`src/rtl/mem_port_arbiter.sv`:
```
// ---------------------------------------------------------------------------
// mem_port_arbiter
//
// Shares the single data port (port B) of the dual-port RAM between several
// requesters, for example the core data interface and a DMA engine. The
// arbiter is round-robin. A master can hold a bounded bus lock so that an
// atomic read-modify-write sequence is not interleaved with other traffic.
// Read data returns one cycle after an enabled read. It is routed back to the
// master that issued the read by a per-master valid strobe.
//
// Ports
//   clk          clock
//   reset        asynchronous active-high reset
//   req_i        per-master access request
//   lock_i       per-master request to keep ownership after the current grant
//   we_i         per-master byte write enables, slice i = [4i+3:4i], 0 = read
//   addr_i       per-master address, slice i = [32i+31:32i]
//   wdata_i      per-master write data, slice i = [32i+31:32i]
//   gnt_o        one-hot grant, combinational, same cycle as the request
//   rvalid_o     read data valid, one bit per master
//   rdata_o      read data shared by all masters, qualified by rvalid_o
//   mem_en_o     port enable
//   mem_we_o     port byte write enables
//   mem_addr_o   port address
//   mem_wdata_o  port write data
//   mem_rdata_i  port read data, valid one cycle after an enabled read
// ---------------------------------------------------------------------------
module mem_port_arbiter #(
   parameter int N_MASTERS = 2,
   parameter int MAX_LOCK  = 8
) (
   input  logic                      clk,
   input  logic                      reset,
   input  logic [N_MASTERS-1:0]      req_i,
   input  logic [N_MASTERS-1:0]      lock_i,
   input  logic [4*N_MASTERS-1:0]    we_i,
   input  logic [32*N_MASTERS-1:0]   addr_i,
   input  logic [32*N_MASTERS-1:0]   wdata_i,
   output logic [N_MASTERS-1:0]      gnt_o,
   output logic [N_MASTERS-1:0]      rvalid_o,
   output logic [31:0]               rdata_o,
   output logic                      mem_en_o,
   output logic [3:0]                mem_we_o,
   output logic [31:0]               mem_addr_o,
   output logic [31:0]               mem_wdata_o,
   input  logic [31:0]               mem_rdata_i
);

   localparam int IW = (N_MASTERS > 2) ? 2 : 1;

   typedef enum logic {
      ARB,
      LOCKED
   } state_t;

   state_t          state_r, state_n;
   logic [IW-1:0]   ptr_r, ptr_n;
   logic [IW-1:0]   owner_r, owner_n;
   logic [7:0]      lock_cnt_r, lock_cnt_n;
   logic            rd_pend_r;
   logic [IW-1:0]   rd_id_r;

   logic            arb_found;
   logic [IW-1:0]   arb_win;
   logic            any_gnt;
   logic [IW-1:0]   win;
   logic [3:0]      win_we;

   // Index of the master after i, wrapping at N_MASTERS. It is used to move
   // the round-robin pointer past the master that was just served.
   function automatic logic [IW-1:0] next_idx(input logic [IW-1:0] i);
      if (int'(i) == N_MASTERS - 1)
         return '0;
      else
         return i + IW'(1);
   endfunction

   // Round-robin search. Start at ptr_r and take the first requester found,
   // wrapping modulo N_MASTERS. The result is only used in the ARB state.
   always_comb begin
      int idx;
      arb_found = 1'b0;
      arb_win   = '0;
      idx       = 0;
      for (int k = 0; k < N_MASTERS; k++) begin
         idx = int'(ptr_r) + k;
         if (idx >= N_MASTERS)
            idx = idx - N_MASTERS;
         if (!arb_found && req_i[idx]) begin
            arb_found = 1'b1;
            arb_win   = IW'(idx);
         end
      end
   end

   // Grant selection and the port mux. While the port is locked, only the
   // owner can be granted and every other request is masked. With no grant,
   // all port outputs are driven to zero so that the downstream address
   // decode never sees stale values.
   always_comb begin
      any_gnt     = 1'b0;
      win         = '0;
      gnt_o       = '0;
      win_we      = '0;
      mem_en_o    = 1'b0;
      mem_we_o    = '0;
      mem_addr_o  = '0;
      mem_wdata_o = '0;
      if (state_r == LOCKED) begin
         if (req_i[owner_r]) begin
            any_gnt = 1'b1;
            win     = owner_r;
         end
      end else if (arb_found) begin
         any_gnt = 1'b1;
         win     = arb_win;
      end
      if (any_gnt) begin
         gnt_o[win]  = 1'b1;
         win_we      = we_i[int'(win)*4 +: 4];
         mem_en_o    = 1'b1;
         mem_we_o    = win_we;
         mem_addr_o  = addr_i[int'(win)*32 +: 32];
         mem_wdata_o = wdata_i[int'(win)*32 +: 32];
      end
   end

   // Next-state logic for the lock FSM.
   //
   // lock_cnt_r counts the grants already given in the current lock tenure,
   // including the grant made in ARB that started the lock. The grant made
   // while lock_cnt_r == MAX_LOCK-1 is therefore the MAX_LOCK-th one, and
   // the lock is released after it. With MAX_LOCK == 1 a lock can never
   // extend past the first grant, so the LOCKED state is never entered.
   //
   // Each release points ptr_r just past the owner. A master released by the
   // timeout therefore has to wait until the others have had their turn.
   always_comb begin
      state_n    = state_r;
      ptr_n      = ptr_r;
      owner_n    = owner_r;
      lock_cnt_n = lock_cnt_r;
      case (state_r)
         ARB: begin
            if (arb_found) begin
               if (lock_i[arb_win] && (MAX_LOCK > 1)) begin
                  state_n    = LOCKED;
                  owner_n    = arb_win;
                  lock_cnt_n = 8'd1;
               end else begin
                  ptr_n = next_idx(arb_win);
               end
            end
         end
         LOCKED: begin
            if (!req_i[owner_r] || !lock_i[owner_r] ||
                (lock_cnt_r == 8'(MAX_LOCK - 1))) begin
               state_n    = ARB;
               ptr_n      = next_idx(owner_r);
               lock_cnt_n = '0;
            end else begin
               lock_cnt_n = lock_cnt_r + 8'd1;
            end
         end
         default: begin
            state_n = ARB;
         end
      endcase
   end

   // Arbiter state registers. Reset returns to ARB with the pointer at
   // master 0. It also drops any lock that is held.
   always_ff @(posedge clk or posedge reset) begin
      if (reset) begin
         state_r    <= ARB;
         ptr_r      <= '0;
         owner_r    <= '0;
         lock_cnt_r <= '0;
      end else begin
         state_r    <= state_n;
         ptr_r      <= ptr_n;
         owner_r    <= owner_n;
         lock_cnt_r <= lock_cnt_n;
      end
   end

   // Remember which master issued the read accepted this cycle. The RAM
   // returns the data one cycle later, and that data is steered to the
   // master through rvalid_o. Reset discards a read that is still pending.
   always_ff @(posedge clk or posedge reset) begin
      if (reset) begin
         rd_pend_r <= 1'b0;
         rd_id_r   <= '0;
      end else begin
         rd_pend_r <= any_gnt && (win_we == 4'b0000);
         if (any_gnt)
            rd_id_r <= win;
      end
   end

   // Read return. rdata_o is a straight pass-through of the RAM output.
   // rvalid_o is the only qualifier the masters look at.
   always_comb begin
      rvalid_o = '0;
      if (rd_pend_r)
         rvalid_o[rd_id_r] = 1'b1;
      rdata_o = mem_rdata_i;
   end

endmodule

```
`config.mk`:
```
export PLATFORM = sky130hd
export DESIGN_NAME = mem_port_arbiter
export DESIGN_NICKNAME = d
export VERILOG_FILES = /design/src/rtl/mem_port_arbiter.sv
export SDC_FILE = /design/constraint.sdc
export NUM_CORES = 1
export LEC_CHECK = 0
export ABC_AREA = 1
export BUFFER_PORTS_ARGS = -buffer_cell sky130_fd_sc_hd__buf_2
export CORE_MARGIN = 10
export CORE_UTILIZATION = 24
export CTS_BUF_LIST = sky130_fd_sc_hd__clkbuf_16
export DETAILED_ROUTE_END_ITERATION = 7
export GPL_TIMING_DRIVEN = 0
export PLACE_DENSITY_LB_ADDON = 0.1
export SYNTH_ARGS = -nofsm -noshare
export SYNTH_HDL_FRONTEND = slang
export SYNTH_SLANG_ARGS = --single-unit
export TNS_END_PERCENT = 20
```
`constraint.sdc`:
```
create_clock -name clk -period 2.25 [get_ports clk]
set_input_delay 0.5625 -clock clk [delete_from_list [all_inputs] [get_ports clk]]
set_output_delay 0.5625 -clock clk [all_outputs]
set_load 0.01 [all_outputs]
```
==> impl_metrics.json <==
{
  "post-place-ws_ps": -277,
  "detail_route.iter0.violations": 153,
  "via_count_of_the_first_global_routing_pass": 2867,
  "antenna_left": 0,
  "yosys_warnings": 0,
  "pin_count_of_the_biggest_net_entering_global_routing": 14,
  "tritoncts": "yes",
  "detail_route.vias_per_cell": 4.15,
  "yosys.area.top_type": "nand2_1",
  "vdd.ir_drop.worst_uv": 574,
  "finalNetCount": 812,
  "yosys-top-cells-area": "nand2_1, dfrtp_1, buf_4",
  "antenna_found_initial": 1,
  "cts.clk_slew.worst_paths_ps": 40,
  "timing.final.hold_violations": 0,
  "result_of_the_run": "complete, but fails checks",
  "port_buffers": 246,
  "synthesis.area_per_instance_sq_um": 5.10,
  "critPathTopFamily": "flip-flops",
  "part_of_the_power_in_the_clock_network_pct": 10.4,
  "critical_path_required_ps": 1690,
  "clock_tree.root_cell": "clkbuf_16",
  "synth_fp_nets": 549,
  "dpl.hpwl_um": 10300,
  "min_path_type": "in2async",
  "placeableCoreArea_sq_mm": 0.00773,
  "power.static_leakage_uw": 0.00244,
  "cts_buffers": 3,
  "worst_ep_arrival_time_ps": 1700,
  "max_clock_freq_ghz": 0.442,
  "die_height_um": 109,
  "final_critical_path_setup_slack_ps": -14.3,
  "power_frac_comb_pct": 78.5,
  "startpoint_type": "flop",
  "post-layout-total-power_uw": 3180,
  "holdBufCountCts": 0,
  "worst_slew_slack_as_a_fraction_of_its_limit_pct": 58.7,
  "internal_power_uw": 1650,
  "die_w_um": 109,
  "max-cap-violations": 0,
  "detailedRoute.firstPassIterationCount": 4,
  "final_routed_wire_length_divided_by_cell_count_um": 16.2,
  "std_cell_rows": 32,
  "fin_crit_sh_pct": 101,
  "grt_remaining_overflow": 0,
  "critPathCaptureType": "output pin",
  "cellPowerDensity_mw_per_mm2": 861,
  "setup_total_negative_slack_ps": -25.8,
  "slew_viol_final": 0,
  "number_of_instances_in_the_synthesized_netlist": 374,
  "seq_power_share_pct": 11.1,
  "synthDominantCellAreaShare_pct": 48.5,
  "cts-htree-levels": 1,
  "vias": 3070,
  "finalSetupViolations": 5,
  "crit_buf_inv": 3,
  "finalWeightedCongestion": 0.954,
  "finClkSkew_ps": 0.292,
  "io_pins": 279,
  "crit_type": "reg2out",
  "design.die.area_sq_mm": 0.0119,
  "synth.yosys.seq_area_share_pct": 17.1,
  "initial_core_util_pct": 24.7,
  "crit_path_cell_trace": "nand2_2 > o21ai_2 > nor2_4 > nor2_4 > buf_8 > buf_6 > nand2_1 > nand2_1 > buf_6",
  "totalWireLength_um": 12000,
  "clock_latency_ps": 240,
  "cts_sinks": 13,
  "critPathMaxStageDelay_ps": 460,
  "layout.cells.most_common": "nand2_1",
  "area_growth_pct": 94.2,
  "final.min_clock_period_ps": 2260,
  "tightestPinTransition_ps": 620,
  "cp_max_fo": 7,
  "drc_errors": 0,
  "post_synth_num_cell_types": 20,
  "switching_fraction_pct": 48.2,
  "setup_repair_after_global_routing_missed_its_margin": "true",
  "clock_tree.buffer_depth": 2,
  "synth.cell_area_sq_mm": 0.00191,
  "total_of_flip_flops_plus_latches_after_synthesis": 13,
  "final_layout_size_suffix_gt1_share_pct": 51.7,
  "p_sw_uw": 1540,
  "most-common-layout-cells": "nand2_1, buf_2, buf_4",
  "first_pass_grt_wire_length_um": 16200,
  "groute.usage.overall_pct": 17.2,
  "worst_path_max_delay_cell": "dfrtp_2",
  "failing_checks": "setup timing"
}
[power by group through the flow]
stage,clock network (uW),logic [uW],registers (uW)
4_1_cts,340,2270,351
6_report,331,2500,354
3_3_place_gp,0,2070,349
2_1_floorplan,0,1170,336
5_1_grt,356,2750,363
3_5_place_dp,0,2070,350
[metrics by stage]
stage | hold slack, ps | utilization (%) | instance area [sq um] | std cells
after floorplan | 439 | - | 1910 | 374
after global placement | 460 | 42.2 | 3260 | 722
after detailed placement | 471 | 42.2 | 3260 | 722
after CTS | 370 | 45.3 | 3500 | 735
after global routing | 400 | 47.9 | 3700 | 739
final | 347 | 47.9 | 3700 | 739
[registers in the layout (all words and copies together), names as in the netlist]
name and cells:
lock_cnt_r 8, owner_r 1, ptr_r 1, rd_id_r 1
rd_pend_r 1, state_r 1
[area by class of cell]
type / count / area [sq um]
buffer: 46 / 397
sequential: 13 / 328
antenna: 1 / 2.50
inverter: 20 / 75.1
clock buffer: 3 / 75.1
tap: 102 / 128
fill: 822 / 4030
timing repair buffer: 258 / 1430
multi-input combinational: 295 / 1260
clock inverter: 1 / 3.75
[metal layers]
| metal | track usage [%] | up-vias | share of wire, % |
|---|---|---|---|
| li1 | - | 1619 | - |
| met1 | 18.0 | 1307 | 34 |
| met2 | 33.7 | 136 | 56 |
| met3 | 4.66 | 8 | 9.5 |
| met4 | 2.73 | 0 | 0.59 |
| met5 | 0 | - | 0 |
[cells in the mapped netlist, drive strengths merged]
master  number
a21boi       1
a21oi        2
buf         46
dfrtp       13
ha           1
inv         20
nand2      247
nand3       14
nand4        1
nor2        16
o21ai       10
o21bai       1
xor2         2
[cells by family (layout without fill, tap and decap cells)]
logic type,count (synthesis),count (layout),share of synthesized area [%]
other cells,0,1,0
xor+xnor,2,2,0.919
compound gates,14,14,3.94
buf+inv,66,328,20.8
simple gates,278,278,56.6
flops,13,13,17.1
fa+ha+maj,1,1,0.656
[final timing paths]
check	startpoint	end	slack (ps)	cells after the start
min	reset	lock_cnt_r[4]$_DFFE_PP0P_	350	2
max in group asynchronous	reset	state_r$_DFF_PP0_	1530	2
min reg2reg	lock_cnt_r[7]$_DFFE_PP0P_	lock_cnt_r[7]$_DFFE_PP0P_	510	2
max reg2reg	lock_cnt_r[0]$_DFFE_PP0P_	lock_cnt_r[6]$_DFFE_PP0P_	700	8
max	state_r$_DFF_PP0_	mem_wdata_o[9]	-10	9
min in group clk	lock_cnt_r[7]$_DFFE_PP0P_	lock_cnt_r[7]$_DFFE_PP0P_	510	2
[timing repair]
item	in CTS	in global routing
setup buffers	7	3
gates cloned	2	0
setup endpoints to repair	69	65
pin swaps	5	7
resized for setup	28	44
No activity file was read; power rests on OpenSTA's default activity.
